## src/rtl/key_conditioner.sv

```systemverilog
`default_nettype none
// ============================================================================
// Module   : key_conditioner
// Purpose  : Per-channel synchroniser, counter debouncer, press/release strobes
//            and optional hold-to-auto-repeat (macro KEY_CONDITIONER_REPEAT_EN).
// Revision : 1.0 - initial release
// ============================================================================
module key_conditioner #(
    parameter int CHANNELS        = 4,
    parameter int SYNC_STAGES     = 2,
    parameter int DEBOUNCE_CYCLES = 16,
    parameter int REPEAT_DELAY    = 1000,
    parameter int REPEAT_PERIOD   = 250
) (
    input  logic                clk,
    input  logic                reset,
    input  logic [CHANNELS-1:0] in,
    output logic [CHANNELS-1:0] level,
    output logic [CHANNELS-1:0] press,
    output logic [CHANNELS-1:0] release_stb,   // "release" is a reserved word
    output logic [CHANNELS-1:0] fire
);

    if (CHANNELS < 1) begin : g_bad_channels
        $error("key_conditioner: CHANNELS must be >= 1");
    end
    if (SYNC_STAGES < 2) begin : g_bad_sync
        $error("key_conditioner: SYNC_STAGES must be >= 2");
    end
    if (DEBOUNCE_CYCLES < 1) begin : g_bad_debounce
        $error("key_conditioner: DEBOUNCE_CYCLES must be >= 1");
    end
    if (REPEAT_DELAY < 1) begin : g_bad_delay
        $error("key_conditioner: REPEAT_DELAY must be >= 1");
    end
    if (REPEAT_PERIOD < 1) begin : g_bad_period
        $error("key_conditioner: REPEAT_PERIOD must be >= 1");
    end

    localparam int                 c_CNT_W    = $clog2(DEBOUNCE_CYCLES + 1);
    localparam logic [c_CNT_W-1:0] c_CNT_LAST = c_CNT_W'(DEBOUNCE_CYCLES - 1);
    localparam logic [c_CNT_W-1:0] c_CNT_ONE  = c_CNT_W'(1);

`ifdef KEY_CONDITIONER_REPEAT_EN
    localparam int c_RC_MAX = (REPEAT_DELAY > REPEAT_PERIOD) ? REPEAT_DELAY : REPEAT_PERIOD;
    localparam int                c_RC_W        = $clog2(c_RC_MAX + 1);
    localparam logic [c_RC_W-1:0] c_DELAY_LAST  = c_RC_W'(REPEAT_DELAY - 1);
    localparam logic [c_RC_W-1:0] c_PERIOD_LAST = c_RC_W'(REPEAT_PERIOD - 1);
    localparam logic [c_RC_W-1:0] c_RC_ONE      = c_RC_W'(1);

    typedef enum logic [1:0] {
        ST_IDLE   = 2'd0,
        ST_DELAY  = 2'd1,
        ST_REPEAT = 2'd2
    } state_t;
`endif

    for (genvar i = 0; i < CHANNELS; i++) begin : g_ch
        logic [SYNC_STAGES-1:0] r_sync;
        logic [c_CNT_W-1:0]     r_cnt;
        logic                   r_level;
        logic                   r_press;
        logic                   r_release;
        logic                   w_s;
        logic                   w_accept;
        logic                   w_rise;
        logic                   w_fall;

        assign w_s      = r_sync[SYNC_STAGES-1];
        assign w_accept = (w_s != r_level) && (r_cnt == c_CNT_LAST);
        assign w_rise   = w_accept && w_s;
        assign w_fall   = w_accept && !w_s;

        always_ff @(posedge clk or posedge reset) begin
            if (reset) begin
                r_sync    <= '0;
                r_cnt     <= '0;
                r_level   <= 1'b0;
                r_press   <= 1'b0;
                r_release <= 1'b0;
            end else begin
                r_sync    <= {r_sync[SYNC_STAGES-2:0], in[i]};
                r_press   <= w_rise;
                r_release <= w_fall;
                // Any agreeing sample restarts the count, so short bounce is rejected.
                if (w_s == r_level) begin
                    r_cnt <= '0;
                end else if (w_accept) begin
                    r_level <= w_s;
                    r_cnt   <= '0;
                end else begin
                    r_cnt <= r_cnt + c_CNT_ONE;
                end
            end
        end

        assign level[i]       = r_level;
        assign press[i]       = r_press;
        assign release_stb[i] = r_release;

`ifdef KEY_CONDITIONER_REPEAT_EN
        state_t              r_state;
        state_t              w_state_nx;
        logic [c_RC_W-1:0]   r_rc;
        logic [c_RC_W-1:0]   w_rc_nx;
        logic                w_rep;
        logic                r_fire;

        always_ff @(posedge clk or posedge reset) begin
            if (reset) begin
                r_state <= ST_IDLE;
                r_rc    <= '0;
                r_fire  <= 1'b0;
            end else begin
                r_state <= w_state_nx;
                r_rc    <= w_rc_nx;
                r_fire  <= w_rise || w_rep;
            end
        end

        // A release on the same edge as a due repeat wins: no fire, back to idle.
        always_comb begin
            w_state_nx = r_state;
            w_rc_nx    = r_rc;
            w_rep      = 1'b0;
            case (r_state)
                ST_IDLE: begin
                    if (w_rise) begin
                        w_state_nx = ST_DELAY;
                        w_rc_nx    = '0;
                    end
                end
                ST_DELAY: begin
                    if (w_fall) begin
                        w_state_nx = ST_IDLE;
                        w_rc_nx    = '0;
                    end else if (r_rc == c_DELAY_LAST) begin
                        w_rep      = 1'b1;
                        w_state_nx = ST_REPEAT;
                        w_rc_nx    = '0;
                    end else begin
                        w_rc_nx = r_rc + c_RC_ONE;
                    end
                end
                ST_REPEAT: begin
                    if (w_fall) begin
                        w_state_nx = ST_IDLE;
                        w_rc_nx    = '0;
                    end else if (r_rc == c_PERIOD_LAST) begin
                        w_rep   = 1'b1;
                        w_rc_nx = '0;
                    end else begin
                        w_rc_nx = r_rc + c_RC_ONE;
                    end
                end
                default: begin
                    w_state_nx = ST_IDLE;
                    w_rc_nx    = '0;
                end
            endcase
        end

        assign fire[i] = r_fire;
`else
        assign fire[i] = r_press;
`endif
    end

endmodule
`default_nettype wire

```

## config.mk

```make
export PLATFORM = sky130hd
export DESIGN_NAME = key_conditioner
export DESIGN_NICKNAME = d
export VERILOG_FILES = /design/src/rtl/key_conditioner.sv
export SDC_FILE = /design/constraint.sdc
export NUM_CORES = 1
export LEC_CHECK = 0
export ABC_AREA = 1
export BUFFER_PORTS_ARGS = -buffer_cell sky130_fd_sc_hd__buf_2
export CAP_MARGIN = 10
export CORE_UTILIZATION = 55
export CTS_BUF_LIST = sky130_fd_sc_hd__clkbuf_4
export CTS_CLUSTER_DIAMETER = 120
export DETAILED_ROUTE_END_ITERATION = 12
export PLACE_DENSITY = 0.87
export SLEW_MARGIN = 25
export SYNTH_ARGS = -nofsm -noshare
export SYNTH_HDL_FRONTEND = slang
export SYNTH_SLANG_ARGS = --single-unit
```

## constraint.sdc

```tcl
create_clock -name clk -period 1.49 [get_ports clk]
set_input_delay 0.2235 -clock clk [delete_from_list [all_inputs] [get_ports clk]]
set_output_delay 0.2235 -clock clk [all_outputs]
set_load 0.05 [all_outputs]
```

==> results_tabular.tex, run 1 <==
\begin{tabular}{lr}
\hline
Metric & Value \\
\hline
\multicolumn{2}{l}{\textbf{Outcome}} \\
Run status & completed \\
\multicolumn{2}{l}{\textbf{Synth}} \\
Total nets after synthesis & 203 \\
Mapped Area & 0.00174 mm2 \\
Portion of the post-synthesis area used by sequential elements & 57.4\% \\
Number of instances in the synthesized netlist & 193 \\
Synth top area share & 57.4\% \\
Number of warnings issued by yosys & 0 \\
Leading cell types by total area after synthesis & sky130\_fd\_sc\_hd\_\_dfrtp\_1 (57\%), sky130\_fd\_sc\_hd\_\_nand2\_1 (10\%), sky130\_fd\_sc\_hd\_\_buf\_4 (6.9\%) \\
Biggest area consumer among synthesized cells & sky130\_fd\_sc\_hd\_\_dfrtp\_1 \\
Number of flip-flops and latches in the synthesized netlist & 40 \\
Synth unique cells & 15 \\
Synth Area per Inst & 9.04 um2 \\
\multicolumn{2}{l}{\textbf{Die}} \\
Die Height & 58.3 um \\
Io pins & 22 \\
Floorplan row count & 20 \\
Chip width & 58.3 um \\
Die outline area & 0.00340 mm2 \\
Initial standard-cell utilization of the core & 57.6\% \\
Core ar. & 0.00303 mm2 \\
\multicolumn{2}{l}{\textbf{Setup path}} \\
Endpoint required time on the critical path & 1.27 ns \\
Cells along the critical path & buf\_2 \\
Largest delay contributor family on the critical path & flip-flops \\
Endpoint kind of the worst setup timing path & primary output \\
Largest fanout on the critical path & 6 \\
Setup slack, reg-to-reg & 0.29 ns \\
Worst path buffer plus inverter count & 1 \\
Crit Reg-Reg Endpoint & g\_ch[1].r\_cnt[3]\$\_DFF\_PP0\_ \\
Highest cell delay on the worst timing path & 0.44 ns \\
R2R cell count & 4 \\
Cell type of the slowest stage on the worst timing path & sky130\_fd\_sc\_hd\_\_dfrtp\_1 \\
Category of the most critical setup path & flip-flop to primary output \\
Arrival @ worst endpoint & 1.07 ns \\
Element type at the critical path start & flip-flop \\
Launch instance of the worst register-to-register path & g\_ch[1].r\_cnt[0]\$\_DFF\_PP0\_ \\
\multicolumn{2}{l}{\textbf{Power and ir drop}} \\
Portion of total power attributed to combinational logic & 6.0\% \\
Leakage power & 1.10 nW \\
Sequential share of power & 64.5\% \\
Internal portion of total power & 1.38 mW \\
Power spent charging and discharging nets & 408 uW \\
Maximum vdd ir drop & 0.600 mV \\
Clk pwr share & 29.5\% \\
Switching share of power & 22.8\% \\
Pwr dens & 944 mW/mm2 \\
\multicolumn{2}{l}{\textbf{Route}} \\
Final antenna-violating net count & 0 \\
Aggregate routed wire length & 2440 um \\
Met3 WL & 88 um \\
Max layer used & met4 \\
Average wire per cell in the routed design & 9.53 um \\
Met2 routed wirelength & 1170 um \\
Post-DR vias/cell & 4.69 \\
Vias & 1,201 \\
Detailed Route Iter0 Violations & 32 \\
Drt drc & 0 \\
Post-Route M1 WL & 1080 um \\
First-pass iteration count of the detailed router & 4 \\
\multicolumn{2}{l}{\textbf{Layout}} \\
Filler cells & 254 \\
Most frequent cells in the layout & sky130\_fd\_sc\_hd\_\_nand2\_1 (48), sky130\_fd\_sc\_hd\_\_dfrtp\_1 (40), sky130\_fd\_sc\_hd\_\_inv\_1 (29) \\
Number of nets in the layout & 221 \\
Finished Cell Area & 0.00190 mm2 \\
N\_diodes & 0 \\
Fraction of final layout cells sized beyond drive strength 1 & 16.5\% \\
Layout-stage area growth over the synthesis result & 8.82\% \\
Post-layout util & 62.7\% \\
Area occupied by multi-input gates & 514 um2 \\
Leading cell type in the layout, fill and taps excluded & sky130\_fd\_sc\_hd\_\_nand2\_1 \\
Sequential cell area & 0.00100 mm2 \\
\multicolumn{2}{l}{\textbf{Clock tree}} \\
Clock Sink Count & 40 \\
TritonCTS clock tree & yes \\
Number of cells upsized or downsized after cts & 0 \\
Number of post-CTS setup repair buffers & 0 \\
Insertion delay to the later sink of the worst-skew pair & 0.33 ns \\
Number of buffers inserted for hold repair after clock tree synthesis & 5 \\
H-tree levels & 2 \\
Max clock buf depth & 2 \\
Clock-pin slew on the worst setup and hold paths & 0.11 ns \\
Root Buffer & sky130\_fd\_sc\_hd\_\_clkbuf\_4 \\
Cts bufs inserted & 5 \\
\multicolumn{2}{l}{\textbf{Placement}} \\
Post-placement cell area & 0.00179 mm2 \\
Sum of net half-perimeters after detailed placement & 1740 um \\
Final weighted congestion in routability-driven placement & 0.772 \\
PortBufs & 21 \\
\multicolumn{2}{l}{\textbf{Worst hold path}} \\
Hold Path Stages & 0 \\
Path class of the lowest-slack min-delay path & flip-flop to flip-flop \\
Launch point of the worst hold path & g\_ch[0].r\_sync[0]\$\_DFF\_PP0\_ \\
Terminating pin of the worst hold path & g\_ch[0].r\_sync[1]\$\_DFF\_PP0\_ \\
\multicolumn{2}{l}{\textbf{Global routing}} \\
Initial antenna violation count & 0 \\
Combined global-route utilization of all metal layers & 17.3\% \\
First-pass GRT wire length & 4330 um \\
Maximum number of pins on one net before global-route repair & 41 \\
Grt total ovfl & 0 \\
Number of global-route vias before repair & 1,137 \\
\multicolumn{2}{l}{\textbf{STA}} \\
Final setup vio count & 0 \\
Achievable frequency & 0.776 GHz \\
Clock skew after layout & 0.00516 ns \\
Pins Over Slew Limit & 0 \\
Fin crit period & 1.29 ns \\
Unrepaired setup endpoints after global routing & no \\
Measured slew at the worst slew-check pin & 0.472 ns \\
Endpoints failing hold & 0 \\
Slew headroom & 68.5\% \\
Post-route setup TNS & 0 ns \\
Period utilization & 86.5\% \\
\multicolumn{2}{l}{\textbf{Job}} \\
Number of max-cap violations & 0 \\
\hline
\end{tabular}
sequential cells by signal, indices dropped and copies added, names as in the netlist:
register,count
g_ch.r_level,4
g_ch.r_release,4
g_ch.r_press,4
g_ch.r_sync,8
g_ch.r_cnt,20
how the worst max path moves through the flow:
stage,start,cells after the start,endpoint,slack [ns]
2_1_floorplan,reset,1,g_ch[0].r_cnt[0]$_DFF_PP0_,0.35
3_3_place_gp,g_ch[1].r_cnt[0]$_DFF_PP0_,4,g_ch[1].r_cnt[3]$_DFF_PP0_,0.33
3_5_place_dp,g_ch[1].r_cnt[0]$_DFF_PP0_,4,g_ch[1].r_cnt[3]$_DFF_PP0_,0.30
4_1_cts,g_ch[2].r_level$_DFFE_PP0P_,1,level[2],0.17
5_1_grt,g_ch[2].r_level$_DFFE_PP0P_,1,level[2],0.12
6_report,g_ch[3].r_level$_DFFE_PP0P_,1,level[3],0.20
Yosys cell counts:
cell / number
sky130_fd_sc_hd__and3_2: 1
sky130_fd_sc_hd__nand3_2: 3
sky130_fd_sc_hd__nand4_1: 4
sky130_fd_sc_hd__nor3_1: 2
sky130_fd_sc_hd__ha_1: 4
sky130_fd_sc_hd__nand2_1: 48
sky130_fd_sc_hd__nor2_4: 1
sky130_fd_sc_hd__nand3_1: 17
sky130_fd_sc_hd__nor2_2: 1
sky130_fd_sc_hd__buf_4: 16
sky130_fd_sc_hd__xnor2_1: 1
sky130_fd_sc_hd__o21ai_0: 2
sky130_fd_sc_hd__inv_1: 29
sky130_fd_sc_hd__dfrtp_1: 40
sky130_fd_sc_hd__nor2_1: 24
through the flow:
| step | hold slack, ns | setup WS [ns] | cells | total power, mW |
|---|---|---|---|---|
| detailed placement | 0.333 | 0.304 | 243 | 1.28 |
| CTS | 0.360 | 0.175 | 256 | 1.82 |
| finish | 0.359 | 0.201 | 256 | 1.79 |
| global placement | 0.331 | 0.334 | 243 | 1.27 |
| global route | 0.375 | 0.119 | 256 | 1.89 |
| floorplan | 0.255 | 0.349 | 193 | 1.24 |
layout make-up:
class	count	area share, %
clock inverter	1	0.198
multi-input combinational	108	27.1
sequential	40	52.7
tap	44	2.90
clock buffer	7	2.77
inverter	29	5.73
timing repair buffer	27	8.57
layer usage:
metal	up-vias	track usage, %
met2	31	29.1
met5	-	0
met1	544	18.6
met4	0	13.3
li1	614	-
met3	12	4.84
kinds of logic (layout without fill, tap and decap cells):
family,count (synthesis),in the layout,synth area share [%]
buffers and inverters,45,64,13.1
DFF,40,40,57.4
AOI/OAI and AO/OA,2,2,0.574
adders and majority gates,4,4,2.87
and+or+nand+nor,101,101,25.5
xor gates and xnor gates,1,1,0.502
power by group through the flow:
| stage | Sequential (mW) | Clock (mW) | Combinational (mW) |
|---|---|---|---|
| after floorplan | 1.17 | 0 | 0.0752 |
| after global placement | 1.17 | 0 | 0.0975 |
| after detailed placement | 1.18 | 0 | 0.0996 |
| after CTS | 1.15 | 0.559 | 0.109 |
| after global routing | 1.16 | 0.608 | 0.125 |
| final | 1.16 | 0.529 | 0.107 |
No activity file was read; power rests on OpenSTA's default activity.
==> run 2, diff against run 1 <==
CELL_PAD_IN_SITES_DETAIL_PLACEMENT = 1   (was default)
CELL_PAD_IN_SITES_GLOBAL_PLACEMENT = 1   (was default)
CORE_UTILIZATION = 45   (was 55)
PLACE_DENSITY = 0.92   (was 0.87)
==> run 2 against run 1 <==
Against the previous run: first-iteration DRC count grew 66%; fmax decreased by 1.4%; worst setup slack got worse by 0.019 ns; critical path type unchanged; sequential share of layout area fell by 0.14 points; total power increased by 1.7%; highest routed layer unchanged; flip-flop and latch count unchanged.
==> results_tabular.tex, run 2 (same netlist as run 1, synthesis figures left out) <==
\begin{tabular}{lr}
\hline
Metric & Value \\
\hline
\multicolumn{2}{l}{\textbf{Outcome}} \\
Run status & completed (unchanged) \\
\multicolumn{2}{l}{\textbf{Global routing}} \\
Combined global-route utilization of all metal layers & 18.5\% (was 17.3\%) \\
First-pass GRT wire length & 5740 um (was 4330 um) \\
Met1 Use GR & 20.9\% (was 18.6\%) \\
Grt total ovfl & 0 (unchanged) \\
Most heavily used metal layer in global routing & met2 (unchanged) \\
Maximum number of pins on one net before global-route repair & 41 (unchanged) \\
GR Util met3 & 5.89\% (was 4.84\%) \\
Met2 layer usage reported by global route & 32.8\% (was 29.1\%) \\
Number of global-route vias before repair & 1,325 (was 1,137) \\
Initial antenna violation count & 0 (unchanged) \\
\multicolumn{2}{l}{\textbf{Die}} \\
Initial standard-cell utilization of the core & 47.3\% (was 57.6\%) \\
Core ar. & 0.00369 mm2 (was 0.00303 mm2) \\
Die outline area & 0.00413 mm2 (was 0.00340 mm2) \\
Die Height & 64.3 um (was 58.3 um) \\
Floorplan row count & 22 (was 20) \\
Chip width & 64.3 um (was 58.3 um) \\
Io pins & 22 (unchanged) \\
\multicolumn{2}{l}{\textbf{STA}} \\
Unrepaired setup endpoints after global routing & no (unchanged) \\
Measured slew at the worst slew-check pin & 0.488 ns (was 0.472 ns) \\
Post-route setup TNS & 0 ns (unchanged) \\
Period utilization & 87.8\% (was 86.5\%) \\
Endpoints failing hold & 0 (unchanged) \\
Final setup vio count & 0 (unchanged) \\
Fin crit period & 1.31 ns (was 1.29 ns) \\
Achievable frequency & 0.765 GHz (was 0.776 GHz) \\
Slew headroom & 67.5\% (was 68.5\%) \\
Pins Over Slew Limit & 0 (unchanged) \\
Clock skew after layout & 0.00253 ns (was 0.00516 ns) \\
\multicolumn{2}{l}{\textbf{Setup path}} \\
Setup slack, reg-to-reg & 0.23 ns (was 0.29 ns) \\
Largest fanout on the critical path & 6 (unchanged) \\
Cell type of the slowest stage on the worst timing path & sky130\_fd\_sc\_hd\_\_dfrtp\_1 (unchanged) \\
Arrival @ worst endpoint & 1.08 ns (was 1.07 ns) \\
Worst path buffer plus inverter count & 1 (unchanged) \\
Category of the most critical setup path & flip-flop to primary output (unchanged) \\
Largest delay contributor family on the critical path & flip-flops (unchanged) \\
Cells along the critical path & buf\_2 (unchanged) \\
Highest cell delay on the worst timing path & 0.45 ns (was 0.44 ns) \\
Launch instance of the worst register-to-register path & g\_ch[3].r\_cnt[0]\$\_DFF\_PP0\_ (was g\_ch[1].r\_cnt[0]\$\_DFF\_PP0\_) \\
Endpoint required time on the critical path & 1.27 ns (about the same) \\
Endpoint kind of the worst setup timing path & primary output (unchanged) \\
Element type at the critical path start & flip-flop (unchanged) \\
Origin of the worst setup path & g\_ch[3].r\_level\$\_DFFE\_PP0P\_ (unchanged) \\
\multicolumn{2}{l}{\textbf{Layout}} \\
Biggest registers after layout & g\_ch.r\_cnt: 20 flops, g\_ch.r\_sync: 8 flops (unchanged) \\
Filler cells & 449 (was 254) \\
Layout-stage area growth over the synthesis result & 9.11\% (was 8.82\%) \\
Post-layout util & 51.6\% (was 62.7\%) \\
Register containing the most flip-flops in the final layout & g\_ch.r\_cnt (unchanged) \\
Most frequent cells in the layout & sky130\_fd\_sc\_hd\_\_nand2\_1 (48), sky130\_fd\_sc\_hd\_\_dfrtp\_1 (40), sky130\_fd\_sc\_hd\_\_inv\_1 (29) (unchanged) \\
N\_diodes & 0 (unchanged) \\
Finished Cell Area & 0.00190 mm2 (about the same) \\
Max FFs per register & 20 (unchanged) \\
Fraction of final layout cells sized beyond drive strength 1 & 16.5\% (unchanged) \\
Number of nets in the layout & 221 (unchanged) \\
Leading cell type in the layout, fill and taps excluded & sky130\_fd\_sc\_hd\_\_nand2\_1 (unchanged) \\
\multicolumn{2}{l}{\textbf{Placement}} \\
PortBufs & 21 (unchanged) \\
Final weighted congestion in routability-driven placement & 0.801 (was 0.772) \\
Sum of net half-perimeters after detailed placement & 2310 um (was 1740 um) \\
Post-placement cell area & 0.00180 mm2 (was 0.00179 mm2) \\
\multicolumn{2}{l}{\textbf{Clock tree}} \\
H-tree levels & 2 (unchanged) \\
Insertion delay to the later sink of the worst-skew pair & 0.34 ns (was 0.33 ns) \\
Number of cells upsized or downsized after cts & 0 (unchanged) \\
Cts bufs inserted & 5 (unchanged) \\
Clock Sink Count & 40 (unchanged) \\
Root Buffer & sky130\_fd\_sc\_hd\_\_clkbuf\_4 (unchanged) \\
Clock-pin slew on the worst setup and hold paths & 0.11 ns (about the same) \\
Number of post-CTS setup repair buffers & 0 (unchanged) \\
Number of buffers inserted for hold repair after clock tree synthesis & 5 (unchanged) \\
TritonCTS clock tree & yes (unchanged) \\
Max clock buf depth & 2 (unchanged) \\
\multicolumn{2}{l}{\textbf{Route}} \\
Average wire per cell in the routed design & 12.1 um (was 9.53 um) \\
Aggregate routed wire length & 3140 um (was 2440 um) \\
Detailed Route Iter0 Violations & 53 (was 32) \\
First-pass iteration count of the detailed router & 4 (unchanged) \\
Post-DR vias/cell & 4.80 (was 4.69) \\
Final antenna-violating net count & 0 (unchanged) \\
Vias & 1,247 (was 1,201) \\
Drt drc & 0 (unchanged) \\
\multicolumn{2}{l}{\textbf{Worst hold path}} \\
Path class of the lowest-slack min-delay path & flip-flop to flip-flop (unchanged) \\
Launch point of the worst hold path & g\_ch[1].r\_sync[0]\$\_DFF\_PP0\_ (was g\_ch[0].r\_sync[0]\$\_DFF\_PP0\_) \\
\multicolumn{2}{l}{\textbf{Power and ir drop}} \\
Pwr dens & 958 mW/mm2 (was 944 mW/mm2) \\
Maximum vdd ir drop & 0.732 mV (was 0.600 mV) \\
Leakage power & 1.10 nW (unchanged) \\
\multicolumn{2}{l}{\textbf{Job}} \\
Number of max-cap violations & 0 (unchanged) \\
\hline
\end{tabular}
## run 2: path summary, 6_finish.rpt
path / endpoint / cells past startpoint
max: level[3] / 1
min in group asynchronous: g_ch[2].r_cnt[4]$_DFF_PP0_ / 4
min reg2reg: g_ch[1].r_sync[1]$_DFF_PP0_ / 0
max in group asynchronous: g_ch[0].r_cnt[2]$_DFF_PP0_ / 4
min: g_ch[1].r_sync[1]$_DFF_PP0_ / 0
max reg2reg: g_ch[3].r_cnt[3]$_DFF_PP0_ / 6
## run 2: worst register-to-register path, stage by stage, from the launching register on
cell	delay, ns
sky130_fd_sc_hd__dfrtp_1	0.43
sky130_fd_sc_hd__ha_1	0.22
sky130_fd_sc_hd__nand2_1	0.09
sky130_fd_sc_hd__nor2_1	0.16
sky130_fd_sc_hd__nand2_1	0.10
sky130_fd_sc_hd__nor2_1	0.12
sky130_fd_sc_hd__nor2_1	0.06
## run 2: final cells by class
cell class	instances	area (um2)	share of cell area [%]
Clock buffer	7	52.6	2.76
Clock inverter	1	3.75	0.197
Inverter	29	109	5.72
Multi-Input combinational cell	108	514	27.0
Sequential cell	40	1000	52.6
Tap cell	48	60.1	3.16
Timing Repair Buffer	27	163	8.55
## run 2: power by group
part / switching [mW] / internal, mW / total, mW
Sequential: 0.0356 / 1.12 / 1.16
Combinational: 0.0685 / 0.0441 / 0.113
Clock: 0.334 / 0.218 / 0.552
Total: 0.438 / 1.38 / 1.82
## run 2: layer usage
metal | vias up | routed length (um) | part of all wire [%]
met5 | - | 0 | 0
met4 | 0 | 45 | 1.4
met3 | 5 | 119 | 3.8
met2 | 22 | 1610 | 51
met1 | 605 | 1370 | 43
li1 | 615 | - | -
## run 2: per-stage QoR
stage | power [mW] | setup slack (ns) | hold WS [ns] | instances
finish | 1.82 | 0.182 | 0.364 | 260
global route | 1.92 | 0.0999 | 0.371 | 260
CTS | 1.84 | 0.165 | 0.364 | 260
detailed placement | 1.28 | 0.249 | 0.333 | 247
global placement | 1.27 | 0.321 | 0.331 | 247
floorplan | 1.24 | 0.349 | 0.255 | 193
